**src/rtl/bus_arbiter_split_if.sv**
```systemverilog
// bus_arbiter_split_if: request/grant, serial address and mux-select signals between masters and the split arbiter
interface bus_arbiter_split_if #(
    parameter int SLAVE_LEN   = 2,
    parameter int SLAVE_COUNT = 3
);
    logic                   m1_request;
    logic                   m2_request;
    logic                   m1_slave_sel;
    logic                   m2_slave_sel;
    logic                   trans_done;
    logic                   split_en;
    logic [SLAVE_COUNT-1:0] split_resume;
    logic                   m1_grant;
    logic                   m2_grant;
    logic                   arbiter_busy;
    logic                   bus_busy;
    logic                   master_sel;
    logic [SLAVE_LEN-1:0]   slave_sel;
    logic                   slave_sel_valid;
    logic                   arb_err;

    modport slave (
        input  m1_request, m2_request, m1_slave_sel, m2_slave_sel,
        input  trans_done, split_en, split_resume,
        output m1_grant, m2_grant, arbiter_busy, bus_busy,
        output master_sel, slave_sel, slave_sel_valid, arb_err
    );

    modport master (
        output m1_request, m2_request, m1_slave_sel, m2_slave_sel,
        output trans_done, split_en, split_resume,
        input  m1_grant, m2_grant, arbiter_busy, bus_busy,
        input  master_sel, slave_sel, slave_sel_valid, arb_err
    );
endinterface

```
**src/rtl/bus_arbiter_split.sv**
```systemverilog
// bus_arbiter_split: two-master bus arbiter with serial slave addressing, timeout and split/resume support
module bus_arbiter_split #(
    parameter int SLAVE_LEN   = 2,
    parameter int SLAVE_COUNT = 3,
    parameter int TIMEOUT     = 255
) (
    input logic                clk,
    input logic                rst_n,
    bus_arbiter_split_if.slave bus
);
    localparam int BW = $clog2(SLAVE_LEN + 1);
    localparam int TW = $clog2(TIMEOUT + 1);

    typedef enum logic [1:0] {IDLE, ADDR, ACTIVE} state_t;

    state_t               r_state;
    logic                 r_m1_grant;
    logic                 r_m2_grant;
    logic                 r_arbiter_busy;
    logic                 r_bus_busy;
    logic                 r_master_sel;
    logic [SLAVE_LEN-1:0] r_slave_sel;
    logic                 r_slave_sel_valid;
    logic                 r_arb_err;
    logic [SLAVE_LEN-1:0] r_shift;
    logic [BW-1:0]        r_bit_cnt;
    logic [TW-1:0]        r_to_cnt;
    logic                 r_pending;
    logic                 r_resume;
    logic                 r_split_master;
    logic [SLAVE_LEN-1:0] r_split_slave;

    logic                 w_m1_req;
    logic                 w_m2_req;
    logic                 w_req_cur;
    logic                 w_bit;
    logic [SLAVE_LEN-1:0] w_id;
    logic                 w_last;
    logic                 w_bad_id;
    logic                 w_timeout;
    logic                 w_resumed;
    logic                 w_split;
    logic                 w_release;
    logic                 w_err;

    // A master parked on a split is invisible to arbitration until its slave resumes it
    assign w_m1_req  = bus.m1_request && !(r_pending && !r_split_master);
    assign w_m2_req  = bus.m2_request && !(r_pending && r_split_master);
    assign w_req_cur = r_master_sel ? bus.m2_request : bus.m1_request;
    assign w_bit     = r_master_sel ? bus.m2_slave_sel : bus.m1_slave_sel;
    assign w_id      = SLAVE_LEN'({r_shift, w_bit});
    assign w_last    = r_bit_cnt == BW'(SLAVE_LEN - 1);
    assign w_bad_id  = ({1'b0, w_id} >= (SLAVE_LEN + 1)'(SLAVE_COUNT)) || (r_pending && w_id == r_split_slave);
    assign w_timeout = r_to_cnt == TW'(TIMEOUT - 1);
    assign w_resumed = r_pending && (r_master_sel == r_split_master);
    // Completion outranks abort, abort outranks timeout, timeout outranks a split request
    assign w_split   = (r_state == ACTIVE) && !bus.trans_done && w_req_cur && !w_timeout && bus.split_en && !r_pending;
    assign w_release = (r_state == ADDR)   ? (!w_req_cur || (w_last && w_bad_id)) :
                       (r_state == ACTIVE) ? (bus.trans_done || !w_req_cur || w_timeout || w_split) : 1'b0;
    assign w_err     = (r_state == ADDR)   ? (w_req_cur && w_last && w_bad_id) :
                       (r_state == ACTIVE) ? (!bus.trans_done && w_req_cur && w_timeout) : 1'b0;

    assign bus.m1_grant        = r_m1_grant;
    assign bus.m2_grant        = r_m2_grant;
    assign bus.arbiter_busy    = r_arbiter_busy;
    assign bus.bus_busy        = r_bus_busy;
    assign bus.master_sel      = r_master_sel;
    assign bus.slave_sel       = r_slave_sel;
    assign bus.slave_sel_valid = r_slave_sel_valid;
    assign bus.arb_err         = r_arb_err;

    // Arbitration FSM with registered outputs, split bookkeeping and sticky resume capture
    always_ff @(posedge clk or negedge rst_n) begin
        if (!rst_n) begin
            r_state           <= IDLE;
            r_m1_grant        <= 1'b0;
            r_m2_grant        <= 1'b0;
            r_arbiter_busy    <= 1'b0;
            r_bus_busy        <= 1'b0;
            r_master_sel      <= 1'b0;
            r_slave_sel       <= '0;
            r_slave_sel_valid <= 1'b0;
            r_arb_err         <= 1'b0;
            r_shift           <= '0;
            r_bit_cnt         <= '0;
            r_to_cnt          <= '0;
            r_pending         <= 1'b0;
            r_resume          <= 1'b0;
            r_split_master    <= 1'b0;
            r_split_slave     <= '0;
        end else begin
            r_arb_err <= w_err;
            if (r_pending && bus.split_resume[r_split_slave]) r_resume <= 1'b1;
            if (w_release) begin
                r_state           <= IDLE;
                r_m1_grant        <= 1'b0;
                r_m2_grant        <= 1'b0;
                r_arbiter_busy    <= 1'b0;
                r_bus_busy        <= 1'b0;
                r_master_sel      <= 1'b0;
                r_slave_sel       <= '0;
                r_slave_sel_valid <= 1'b0;
                if (w_split) begin
                    r_pending      <= 1'b1;
                    r_split_master <= r_master_sel;
                    r_split_slave  <= r_slave_sel;
                end else if (r_state == ACTIVE && w_resumed) begin
                    r_pending <= 1'b0;
                    r_resume  <= 1'b0;
                end
            end else begin
                case (r_state)
                    IDLE: begin
                        r_bit_cnt <= '0;
                        r_shift   <= '0;
                        if (r_pending && r_resume) begin
                            r_state           <= ACTIVE;
                            r_m1_grant        <= !r_split_master;
                            r_m2_grant        <= r_split_master;
                            r_master_sel      <= r_split_master;
                            r_slave_sel       <= r_split_slave;
                            r_arbiter_busy    <= 1'b1;
                            r_bus_busy        <= 1'b1;
                            r_slave_sel_valid <= 1'b1;
                            r_to_cnt          <= '0;
                            r_resume          <= 1'b0;
                        end else if (w_m1_req || w_m2_req) begin
                            r_state        <= ADDR;
                            r_m1_grant     <= w_m1_req;
                            r_m2_grant     <= !w_m1_req;
                            r_master_sel   <= !w_m1_req;
                            r_arbiter_busy <= 1'b1;
                        end
                    end
                    ADDR: begin
                        r_shift   <= w_id;
                        r_bit_cnt <= r_bit_cnt + BW'(1);
                        if (w_last) begin
                            r_state           <= ACTIVE;
                            r_bus_busy        <= 1'b1;
                            r_slave_sel       <= w_id;
                            r_slave_sel_valid <= 1'b1;
                            r_to_cnt          <= '0;
                        end
                    end
                    ACTIVE:  r_to_cnt <= r_to_cnt + TW'(1);
                    default: r_state <= IDLE;
                endcase
            end
        end
    end
endmodule

```
**src/flat_wrapper.sv**
```systemverilog
// flat-port wrapper written by rule: the top's interface ports become plain ports
module bus_arbiter_split_flat 
#(
    parameter int SLAVE_LEN   = 2,
    parameter int SLAVE_COUNT = 3,
    parameter int TIMEOUT     = 255
)
  (clk, rst_n, bus_m1_request, bus_m2_request, bus_m1_slave_sel, bus_m2_slave_sel, bus_trans_done, bus_split_en, bus_split_resume, bus_m1_grant, bus_m2_grant, bus_arbiter_busy, bus_bus_busy, bus_master_sel, bus_slave_sel, bus_slave_sel_valid, bus_arb_err);
  bus_arbiter_split_if #(.SLAVE_LEN(SLAVE_LEN), .SLAVE_COUNT(SLAVE_COUNT)) bus_i ();
  input logic clk;
  input logic rst_n;
  input wire logic [$bits(bus_i.m1_request)-1:0] bus_m1_request;
  input wire logic [$bits(bus_i.m2_request)-1:0] bus_m2_request;
  input wire logic [$bits(bus_i.m1_slave_sel)-1:0] bus_m1_slave_sel;
  input wire logic [$bits(bus_i.m2_slave_sel)-1:0] bus_m2_slave_sel;
  input wire logic [$bits(bus_i.trans_done)-1:0] bus_trans_done;
  input wire logic [$bits(bus_i.split_en)-1:0] bus_split_en;
  input wire logic [$bits(bus_i.split_resume)-1:0] bus_split_resume;
  output wire logic [$bits(bus_i.m1_grant)-1:0] bus_m1_grant;
  output wire logic [$bits(bus_i.m2_grant)-1:0] bus_m2_grant;
  output wire logic [$bits(bus_i.arbiter_busy)-1:0] bus_arbiter_busy;
  output wire logic [$bits(bus_i.bus_busy)-1:0] bus_bus_busy;
  output wire logic [$bits(bus_i.master_sel)-1:0] bus_master_sel;
  output wire logic [$bits(bus_i.slave_sel)-1:0] bus_slave_sel;
  output wire logic [$bits(bus_i.slave_sel_valid)-1:0] bus_slave_sel_valid;
  output wire logic [$bits(bus_i.arb_err)-1:0] bus_arb_err;
  assign bus_i.m1_request = bus_m1_request;
  assign bus_i.m2_request = bus_m2_request;
  assign bus_i.m1_slave_sel = bus_m1_slave_sel;
  assign bus_i.m2_slave_sel = bus_m2_slave_sel;
  assign bus_i.trans_done = bus_trans_done;
  assign bus_i.split_en = bus_split_en;
  assign bus_i.split_resume = bus_split_resume;
  assign bus_m1_grant = bus_i.m1_grant;
  assign bus_m2_grant = bus_i.m2_grant;
  assign bus_arbiter_busy = bus_i.arbiter_busy;
  assign bus_bus_busy = bus_i.bus_busy;
  assign bus_master_sel = bus_i.master_sel;
  assign bus_slave_sel = bus_i.slave_sel;
  assign bus_slave_sel_valid = bus_i.slave_sel_valid;
  assign bus_arb_err = bus_i.arb_err;
  bus_arbiter_split #(.SLAVE_LEN(SLAVE_LEN), .SLAVE_COUNT(SLAVE_COUNT), .TIMEOUT(TIMEOUT)) u_core (.clk(clk), .rst_n(rst_n), .bus(bus_i));
endmodule
```
**config.mk**
```make
export PLATFORM = sky130hd
export DESIGN_NAME = bus_arbiter_split_flat
export DESIGN_NICKNAME = d
export VERILOG_FILES = /design/src/rtl/bus_arbiter_split_if.sv /design/src/rtl/bus_arbiter_split.sv /design/src/flat_wrapper.sv
export SDC_FILE = /design/constraint.sdc
export NUM_CORES = 1
export LEC_CHECK = 0
export CAP_MARGIN = 5
export CORE_MARGIN = 5
export CORE_UTILIZATION = 30
export DETAILED_ROUTE_END_ITERATION = 8
export DONT_BUFFER_PORTS = 1
export PLACE_DENSITY = 0.5
export SYNTH_ARGS = -nofsm -noshare
export SYNTH_HDL_FRONTEND = slang
export SYNTH_SLANG_ARGS = --single-unit
```
**constraint.sdc**
```tcl
create_clock -name clk -period 2.4 [get_ports clk]
set_clock_uncertainty 0.2 [all_clocks]
set_input_delay 0.12 -clock clk [delete_from_list [all_inputs] [get_ports clk]]
set_output_delay 0.12 -clock clk [all_outputs]
set_load 0.05 [all_outputs]
```
Word-level counts from Yosys, hierarchy flattened. Index checks and enable logic that the tools add are counted.

Equal/unequal tests: 12. Add/subtract/negate cells: 2. Reduce and logical (&&, ||, !) cells: 47. Muxes and demuxes: 46. Magnitude comparators: 2. Bitwise logic cells: 1.

Operators by type and width (number): $mux W1 (30); $pmux W8 S3 (1); $logic_and A1 B1 Y1 (19); $mux W8 (2); $mux W2 (7); $reduce_bool A3 Y1 (3); $add A8 B1 Y8 const B (1); $eq A8 B8 Y1 const B (1); $logic_not A1 Y1 (8); $pmux W2 S2 (2); $reduce_and A2 Y1 (4); $logic_or A1 B1 Y1 (6); $ne A2 B1 Y1 const B (3); $ne A3 B1 Y1 const B (2); $pmux W2 S3 (1); $reduce_and A3 Y1 (2); $reduce_bool A2 Y1 (3); $eq A2 B1 Y1 const B (2); $ne A4 B1 Y1 const B (1); $pmux W1 S2 (2); $reduce_and A4 Y1 (1); $lt A2 B3 Y1 const B (1); $add A2 B1 Y2 const B (1); $bmux W1 S2 (1); 6 further kinds (6).

Output and inout port bits: 9. Bits in registers: 25.

Longest topological paths before layout. Gate-level depths: netlist of run 1.

Depth after elaboration: 11. Mapped depth: 8. Depth with buffers taken out: 8.

Worst setup path before layout of run 1. No wires, ideal clock.

Path type: register -> register. Start point: reg u_core.bus.m2_grant (netlist name). End point: reg u_core.r_to_cnt[0]. Setup time: 121 ps. Arrival time: 2082 ps. Setup slack: -3 ps. Stages on the path, launching flop included: 7. Path through: dfrtp_1 buf_6 mux2i_2 o41a_1 nor3b_4 nand2_2 a22o_1.

RTL lines: end signal: assignment (RTL line bus_arbiter_split.sv:146) `ACTIVE: r_to_cnt <= r_to_cnt + TW'(1);`; end: declaration (RTL line bus_arbiter_split.sv:27) `logic [TW-1:0] r_to_cnt;`.

Final worst setup path of run 1.
Start point: reg u_core.r_to_cnt[0]. End point: reg u_core.r_to_cnt[0].

Longest elaborated chain between the ends: 10. Elaborated cells on any way between the ends: 13.

Ends and longest elaborated chain: $eq A8 B8 Y1 (RTL line bus_arbiter_split.sv:54) `assign w_timeout = r_to_cnt == TW'(TIMEOUT - 1);`; $logic_not A1 Y1 (RTL line bus_arbiter_split.sv:57) `assign w_split = (r_state == ACTIVE) && !bus.trans_done && w_req_cur && !w_timeout && bus.split_en && !r_pendi ...`; $logic_and A1 B1 Y1 (3 in series) (RTL line bus_arbiter_split.sv:57); $logic_or A1 B1 Y1 (RTL line bus_arbiter_split.sv:59) `(r_state == ACTIVE) ? (bus.trans_done || !w_req_cur || w_timeout || w_split) : 1'b0;`; $mux W1 (RTL line bus_arbiter_split.sv:59); $mux W1 (RTL line bus_arbiter_split.sv:58) `assign w_release = (r_state == ADDR) ? (!w_req_cur || (w_last && w_bad_id)) :`; $not A1 Y1 (no line); $reduce_and A4 Y1 (no line).

Several ways; a longest one is shown, not always the timed one. A chain may end at the register's enable or synchronous reset.

==> impl_metrics.csv, run 1 <==
group,metric,value,unit
status,status,"finished, final reports clean",
drt,drc_errors,0,
power,peakVddDrop,425.5,uV
global_routing,grt_max_degree,26,
worst_setup_path,r2r_slack,0.14,ns
synthesis,synth_cells,161,
timing,maxClockFrequency,0.4427,GHz
synthesis,syn_nets,175,
cells_and_area,diodes,0,
cells_and_area,layout.nets,195,
flow_run,maxCapViolCount,0,
worst_setup_path,worstPathRequired,2.36,ns
power,p_int,0.001143,W
timing,finalSetupViolCount,0,
floorplan,fp.dieH,80.48,microns
global_routing,grt-ovfl-total,0,
global_routing,grt_pass1_vias,1332,
hold_path,hold_path_class,"primary input to flip-flop",
cells_and_area,area_growth,18.89,%
drt,first_iter_violations,32,
power,power.total,0.002236,W
floorplan,die_w,80.48,microns
timing,grt_setup_unrepaired,"false",
synthesis,synth_area_leaders,"dfrtp_1 (42%), nand2_1 (5.0%), o21ai_0 (4.7%)",
power,switching_share,0.4887,
power,leakagePower,0.7718,nW
timing,fin_ws,0.1410,ns
placed_design,hpwl,2810,microns
floorplan,die-area,6477,sq um
clocking,cts_resized,0,
synthesis,synth_top_flop_cell,"dfrtp_1",
worst_setup_path,cp_max_fo,6,
worst_setup_path,path_class,"flip-flop to flip-flop",
synthesis,synth_top_area_frac,0.4198,
global_routing,grt_pass1_wl,6189,microns
drt,vias,1296,
global_routing,antenna_found_initial,0,
power,switching_power,0.001093,W
placed_design,dp_cells,234,
clocking,htreeDepth,1,
power,power_frac_comb,0.510,
clocking,clockBufferDepth,2,
drt,dr.pass1.iters,4,
floorplan,fp-row-count,25,
timing,finalHoldViolCount,0,
timing,fin_crit_sh,0.9412,
timing,post-route-min-period,2.259,ns
timing,setup_tns,0,ns
synthesis,yosys.area.top_type,"dfrtp_1",
global_routing,track_usage,0.1214,
clocking,cts-root-buf,"clkbuf_8",
cells_and_area,final_cell_mix,"dfrtp_1 (24), nand2_1 (20), buf_4 (15), o21ai_0 (14), nor2_1 (10)",
synthesis,synth-edff-count,0,
clocking,cts_tree,"built",
drt,ant_nets,0,
power,seqPwrFrac,0.379,
cells_and_area,seq_area,626.9,sq um
worst_setup_path,start_kind,"flip-flop",
synthesis,async_reset_ff_frac,1.000,
clocking,cts.sinks,25,
synthesis,ys_ff_latch,25,
cells_and_area,n_fill_cell,479,
cells_and_area,final_common_cell,"dfrtp_1",
drt,viasPerCell,5.247,
power,power_density,1262,nW/um^2
synthesis,avgSynthCellArea,9.256,sq um
synthesis,synthesis.area,1490,sq um
cells_and_area,stdcell_count,247,
worst_setup_path,endpoint_kind,"flip-flop",
timing,maxSlewViolCount,0,
timing,slew_headroom,0.6396,
drt,drt_wl_total,3713,microns
worst_setup_path,arrival,2.22,ns
power,p_clk_frac,0.110,
cells_and_area,drive_above_1_share,0.1778,
drt,wl_per_cell,15.03,microns
synthesis,synth.distinct_cells,47,
timing,tightest_slew,0.5370,ns
synthesis,yosys_warnings,0,
floorplan,fp.coreArea,4786,sq um
clocking,cts_buffers,3,
placed_design,dp_slack,0.09674,ns
synthesis,yosysSeqAreaShare,0.4198,
clocking,clk_pin_slew,0.09,ns
floorplan,initial_core_util,0.3114,
placed_design,gp_routability_congestion,0.8365,
placed_design,portBuffers,0,
floorplan,io-pin-count,20,
cells_and_area,multi_input_area,792.0,sq um
timing,holdWs,0.05321,ns
clocking,worstSkewPairLatency,0.27,ns
-- metrics by stage --
| stage | cell area, sq um | util |
|---|---|---|
| 2_1_floorplan | 1491 | - |
| 3_3_place_gp | 1630 | 0.3407 |
| 3_5_place_dp | 1630 | 0.3407 |
| 4_1_cts | 1757 | 0.3671 |
| 5_1_grt | 1772 | 0.3702 |
| 6_report | 1772 | 0.3702 |
-- logic make-up after synthesis --
group / after synthesis / synth area share
multiplexers: 10 / 0.07472
AO/OA/AOI/OAI: 41 / 0.1914
XOR/XNOR: 1 / 0.005878
flip-flops: 25 / 0.4198
AND/OR/NAND/NOR: 66 / 0.2343
adder cells (fa/ha/maj): 3 / 0.02519
buffers and inverters: 15 / 0.04869
-- area by class of cell --
type	count	share of cell area
inverters	8	0.01695
clock buffers	3	0.02331
clock inverters	1	0.002825
multi-input cells	121	0.4470
repair buffers	22	0.1088
well taps	67	0.04732
flip-flops and latches	25	0.3538
-- synth_stat cells (3+ instances only) --
master    number
mux2i_1        3
nor2b_1        4
inv_1          8
ha_1           3
clkbuf_1       3
dfrtp_1       25
nor2_1        10
nand3b_1       3
mux2_2         6
nor3_1         3
nand2_1       20
a21oi_1        5
o21ai_0       14
nand3_1        6
o31ai_1        3
nand4_1        6
-- registers in the layout, indices dropped and copies added (netlist names), 2 cells and up --
signal	count
u_core.r_to_cnt	8
u_core.bus.slave_sel	2
u_core.r_bit_cnt	2
u_core.r_split_slave	2
u_core.r_state	2
-- worst max-delay path: stages, from the launching register on --
cell and delay, ns:
dfrtp_1 0.40, inv_1 0.06, ha_1 0.20, nand3_1 0.08, nor2_1 0.07, o41a_1 0.43
nor3b_4 0.34, nand2_2 0.12, a22o_1 0.24
-- power by group through the flow --
stage	Clock [W]	Sequential, W	Combinational [W]
after global routing	0.000281	0.000875	0.00126
after detailed placement	0	0.000863	0.00108
after floorplan	0	0.000841	0.000792
final	0.000247	0.000849	0.00114
after CTS	0.000265	0.000854	0.00111
after global placement	0	0.000856	0.00106
-- path summary, 6_finish.rpt --
check	startpoint	to	depth (start not counted)
min reg2reg	u_core.r_to_cnt[6]	u_core.r_to_cnt[6]	1
max reg2reg	u_core.r_to_cnt[0]	u_core.r_to_cnt[0]	8
max in group asynchronous	rst_n	u_core.bus.m2_grant	2
min in group asynchronous	rst_n	u_core.r_to_cnt[6]	2
max	u_core.r_to_cnt[0]	u_core.r_to_cnt[0]	8
min	bus_m2_request	u_core.bus.arb_err	3
-- repair_timing --
item	in CTS	in global routing
endpoints found under the hold margin	31	0
buffers inserted	0	2
hold buffers	7	0
setup endpoints to repair	0	2
-- layer usage --
layer	vias to the layer above	routed length (microns)	track usage
met3	8	142	0.03363
met4	0	70	0.02872
li1	630	-	-
met1	628	1675	0.1478
met2	30	1825	0.2111
met5	-	0	0
Note: power is estimated with default switching activity, not from simulation.
==> inputs of run 2 (changes only) <==
Settings changed: RECOVER_POWER set to 100.
==> impl_metrics.csv, run 2 (synthesis gave the netlist of run 1 again) <==
group,metric,value,unit
drt,top_layer,"met4",
drt,drc_errors,0,
drt,wl_met2,1832,microns
drt,ant_nets,0,
drt,wl_met3,133,microns
cells_and_area,final_common_cell,"dfrtp_1",
clocking,cts_tree,"built",
global_routing,track_usage,0.1214,
floorplan,initial_core_util,0.3114,
power,peakVddDrop,425.4,uV
global_routing,grt-ovfl-total,0,
floorplan,fp-row-count,25,
floorplan,die_w,80.48,microns
drt,vias,1278,
floorplan,fp.dieH,80.48,microns
worst_setup_path,slowest_stage,"o41a_1",
floorplan,die-area,6477,sq um
clocking,clk_pin_slew,0.09,ns
flow_run,maxCapViolCount,0,
clocking,cts-root-buf,"clkbuf_8",
timing,post-route-min-period,2.271,ns
drt,dr.pass1.iters,4,
global_routing,grt_max_degree,26,
cells_and_area,largest_reg_flops,8,
worst_setup_path,path_class,"flip-flop to flip-flop",
drt,drt_wl_total,3710,microns
cells_and_area,multi_input_area,788.3,sq um
drt,wl_per_cell,15.02,microns
cells_and_area,diodes,0,
worst_setup_path,endpoint_kind,"flip-flop",
power,switching_power,0.001093,W
timing,tightest_slew,1.342,ns
worst_setup_path,arrival,2.24,ns
global_routing,grt_pass1_vias,1332,
power,power_density,1271,nW/um^2
worst_setup_path,r2r_slack,0.13,ns
floorplan,fp.coreArea,4786,sq um
cells_and_area,layout.nets,195,
timing,grt_setup_unrepaired,"false",
clocking,htreeDepth,1,
clocking,clockBufferDepth,2,
worst_setup_path,rr_worst_depth,8,
worst_setup_path,endpoint,"u_core.r_to_cnt[0]",
drt,first_iter_violations,30,
cells_and_area,top_register,"u_core.r_to_cnt",
drt,wl_met1,1669,microns
hold_path,hold_path_class,"primary input to flip-flop",
cells_and_area,area_growth,16.88,%
worst_setup_path,cp_max_fo,6,
power,seqPwrFrac,0.383,
timing,fin_crit_sh,0.9461,
clocking,cts.sinks,25,
worst_setup_path,timing.rr.start,"u_core.r_to_cnt[0]",
timing,setup_tns,0,ns
power,p_int,0.001121,W
timing,finalSetupViolCount,0,
status,status,"finished, final reports clean",
global_routing,antenna_found_initial,0,
cells_and_area,seq_area,626.9,sq um
placed_design,hpwl,2810,microns
timing,slew_headroom,0.1052,
power,power_frac_comb,0.506,
timing,maxSlewViolCount,0,
worst_setup_path,cp_slowest_stage_delay,0.43,ns
cells_and_area,stdcell_count,247,
timing,maxClockFrequency,0.4404,GHz
worst_setup_path,rr_endpoint,"u_core.r_to_cnt[0]",
placed_design,dp_cells,234,
placed_design,gp_routability_congestion,0.8365,
worst_setup_path,crit_path_start,"u_core.r_to_cnt[0]",
cells_and_area,n_fill_cell,486,
floorplan,io-pin-count,20,
worst_setup_path,path_cells,"inv_1 -> ha_1 -> nand3_1 -> nor2_1 -> o41a_1 -> nor3b_4 -> nand2_2 -> a22o_1",
power,leakagePower,0.7557,nW
cells_and_area,drive_above_1_share,0.1556,
timing,finalHoldViolCount,0,
worst_setup_path,start_kind,"flip-flop",
clocking,cts_buffers,3,
global_routing,grt_pass1_wl,6189,microns
drt,viasPerCell,5.174,
worst_setup_path,worstPathRequired,2.36,ns
power,p_clk_frac,0.111,
clocking,worstSkewPairLatency,0.27,ns
cells_and_area,final_cell_mix,"dfrtp_1 (24), nand2_1 (20), o21ai_0 (14), buf_4 (12), nor2_1 (10)",
power,switching_share,0.4935,
placed_design,portBuffers,0,
run 2: critical path, delay by kind of cell, from the launching register on:
kind	cells	cell delay, ns
compound gates	2	0.67
simple gates	4	0.62
fa+ha+maj	1	0.20
flops	1	0.40
buf+inv	1	0.06
run 2: metrics by stage:
stage / setup slack (ns) / hold WS [ns] / total power (W) / cell area (sq um) / util
finish: 0.1294 / 0.05565 / 0.002214 / 1742 / 0.3639
global route: 0.008825 / 0.07527 / 0.002390 / 1742 / 0.3639
CTS: 0.09833 / 0.04045 / 0.002227 / 1757 / 0.3671
detailed placement: 0.09674 / -0.3747 / 0.001942 / 1630 / 0.3407
global placement: 0.2043 / -0.3748 / 0.001916 / 1630 / 0.3407
floorplan: 0.1013 / -0.3756 / 0.001633 / 1491 / -
run 2: worst min path at each step:
stage,from,endpoint,depth (start not counted)
floorplan,rst_n,u_core.bus.arb_err,0
global placement,rst_n,u_core.r_to_cnt[3],0
detailed placement,rst_n,u_core.r_to_cnt[6],0
CTS,bus_m2_request,u_core.bus.arb_err,3
global route,bus_trans_done,u_core.r_to_cnt[0],3
finish,bus_m2_request,u_core.bus.m2_grant,3
run 2: final cells by class:
| class | count | area share |
|---|---|---|
| Timing Repair Buffer | 22 | 0.09555 |
| Clock inverter | 1 | 0.002874 |
| Tap cell | 67 | 0.04813 |
| Sequential cell | 25 | 0.3599 |
| Multi-Input combinational cell | 121 | 0.4526 |
| Inverter | 8 | 0.01724 |
| Clock buffer | 3 | 0.02371 |
run 2: layer usage:
metal / global-route usage / vias up
met5: 0 / -
met4: 0.02872 / 0
met3: 0.03363 / 8
li1: - / 628
met2: 0.2111 / 22
met1: 0.1478 / 620
run 2: what timing repair did:
item / CTS / global route
hold endpoints to repair: 31 / 0
resized for setup: 0 / 0
setup buffers: 0 / 2
hold buffers: 7 / 0
setup endpoints to repair: 0 / 2
run 2: power groups by stage:
stage | Clock, W | Combinational, W | Sequential [W]
finish | 0.000246 | 0.00112 | 0.000847
global route | 0.000281 | 0.00124 | 0.000873
global placement | 0 | 0.00106 | 0.000856
detailed placement | 0 | 0.00108 | 0.000863
floorplan | 0 | 0.000792 | 0.000841
CTS | 0.000265 | 0.00111 | 0.000854
==> inputs of run 3 (changes only) <==
Settings changed: CORE_UTILIZATION 30 to 50, PLACE_DENSITY 0.5 to 0.71.
==> impl_metrics.csv, run 3 (synthesis gave the netlist of run 1 again) <==
group,metric,value,unit
floorplan,fp.dieH,64.59,microns
floorplan,initial_core_util,0.5312,
floorplan,die_w,64.59,microns
worst_setup_path,r2r_slack,0.09,ns
clocking,cts_tree,"built",
clocking,cts_buffers,3,
timing,maxClockFrequency,0.4321,GHz
drt,first_iter_violations,62,
timing,holdWs,0.01061,ns
drt,vias,1300,
drt,viasPerCell,6.075,
clocking,htreeDepth,1,
status,status,"finished, final reports clean",
global_routing,track_usage,0.1811,
timing,finalSetupViolCount,0,
cells_and_area,final_cell_area,1728,sq um
floorplan,fp.coreArea,2805,sq um
cells_and_area,final_common_cell,"dfrtp_1",
clocking,clk_pin_slew,0.14,ns
cells_and_area,layout.nets,198,
placed_design,gp_routability_congestion,0.8807,
hold_path,whs_endpoint,"u_core.r_to_cnt[0]",
hold_path,hold_path_class,"primary input to flip-flop",
flow_run,maxCapViolCount,0,
hold_path,hold_path_depth,3,
global_routing,grt-ovfl-total,0,
global_routing,grt_pass1_wl,5954,microns
timing,tightest_slew,1.203,ns
drt,ant_nets,0,
global_routing,grt_pass1_vias,1291,
clocking,cts.sinks,25,
worst_setup_path,cp_slowest_stage_delay,0.56,ns
timing,finalHoldViolCount,0,
worst_setup_path,rr_endpoint,"u_core.r_bit_cnt[1]",
cells_and_area,diodes,0,
worst_setup_path,start_kind,"flip-flop",
worst_setup_path,path_cells,"clkbuf_2 -> mux2_1 -> nand2_1 -> nor3_1 -> a211o_1",
drt,wl_per_cell,16.26,microns
power,power_density,1249,nW/um^2
timing,maxSlewViolCount,0,
cells_and_area,final_cell_mix,"dfrtp_1 (25), nand2_1 (20), o21ai_0 (13), buf_4 (11)",
timing,post-route-min-period,2.314,ns
global_routing,grt_max_degree,14,
drt,dr.pass1.iters,4,
worst_setup_path,slowest_stage,"dfrtp_1",
worst_setup_path,timing.rr.start,"u_core.bus.m2_grant",
timing,fin_ws,0.08569,ns
cells_and_area,drive_above_1_share,0.1421,
floorplan,io-pin-count,20,
placed_design,portBuffers,0,
placed_design,dp_slack,0.1069,ns
worst_setup_path,cp_max_fo,6,
cells_and_area,top_register,"u_core.r_to_cnt",
drt,drc_errors,0,
drt,drt_wl_total,3480,microns
clocking,clockBufferDepth,2,
worst_setup_path,rr_worst_depth,5,
worst_setup_path,endpoint_kind,"flip-flop",
cells_and_area,largest_reg_flops,8,
placed_design,place_area,1578,sq um
floorplan,die-area,4172,sq um
worst_setup_path,worstPathRequired,2.43,ns
cells_and_area,area_growth,15.95,%
clocking,worstSkewPairLatency,0.33,ns
global_routing,antenna_found_initial,0,
worst_setup_path,path_class,"flip-flop to flip-flop",
clocking,cts-root-buf,"clkbuf_4",
worst_setup_path,arrival,2.34,ns
power,leakagePower,0.7681,nW
floorplan,fp-row-count,19,
hold_path,worstHoldStart,"bus_trans_done",
placed_design,hpwl,2566,microns
timing,setup_tns,0,ns
timing,slew_headroom,0.1980,
timing,fin_crit_sh,0.9643,
power,peakVddDrop,817.2,uV
[run 3: layer usage]
layer  GRT usage  routed length, microns  vias to the layer above
met4     0.05277                      63                        0
met1      0.2318                    1515                      621
met5           0                       0                        -
met2      0.2964                    1660                       40
met3     0.05527                     240                        6
li1            -                       -                      633
[run 3: worst max-delay path, delay by kind of cell, from the launching register on]
| family | cells | cell delay, ns |
|---|---|---|
| multiplexers | 1 | 0.41 |
| flip-flops | 1 | 0.56 |
| AND/OR/NAND/NOR | 2 | 0.20 |
| buffers and inverters | 1 | 0.56 |
| AO/OA/AOI/OAI | 1 | 0.27 |
[run 3: cell type report]
class                           instances  area [sq um]
Inverter                                8         30.03
Clock buffer                            4         26.28
Sequential cell                        25         625.6
Multi-Input combinational cell        121         792.0
Timing Repair Buffer                   25         215.2
Fill cell                             254          1077
Tap cell                               31         38.79
[run 3: worst max path at each step]
stage | depth (start not counted) | startpoint | slack [ns] | end
floorplan | 6 | u_core.bus.m2_grant | 0.10 | u_core.r_to_cnt[0]
global placement | 8 | u_core.r_to_cnt[0] | 0.20 | u_core.r_to_cnt[0]
detailed placement | 8 | u_core.r_to_cnt[0] | 0.11 | u_core.r_to_cnt[0]
CTS | 8 | u_core.r_to_cnt[0] | 0.08 | u_core.r_to_cnt[0]
global route | 10 | u_core.r_to_cnt[0] | -0.01 | u_core.bus.slave_sel[1]
finish | 5 | u_core.bus.m2_grant | 0.09 | u_core.r_bit_cnt[1]
[run 3: timing repair]
item                                    CTS  global route
endpoints found under the setup margin    0             5
hold buffers                             11             0
hold endpoints to repair                 33             0
resized for setup                         0             1
buffers inserted                          0             2
[run 3: power by group]
part	switching (W)	internal, W
sequential	0.000286	0.000556
combinational	0.000654	0.000465
clock	0.000132	0.0000654
total	0.00107	0.00109
[run 3: stage by stage]
stage | std cells | util | power, W
after floorplan | 161 | - | 0.001633
after global placement | 197 | 0.5624 | 0.001880
after detailed placement | 197 | 0.5624 | 0.001909
after CTS | 212 | 0.6146 | 0.002142
after global routing | 214 | 0.6160 | 0.002331
final | 214 | 0.6160 | 0.002158
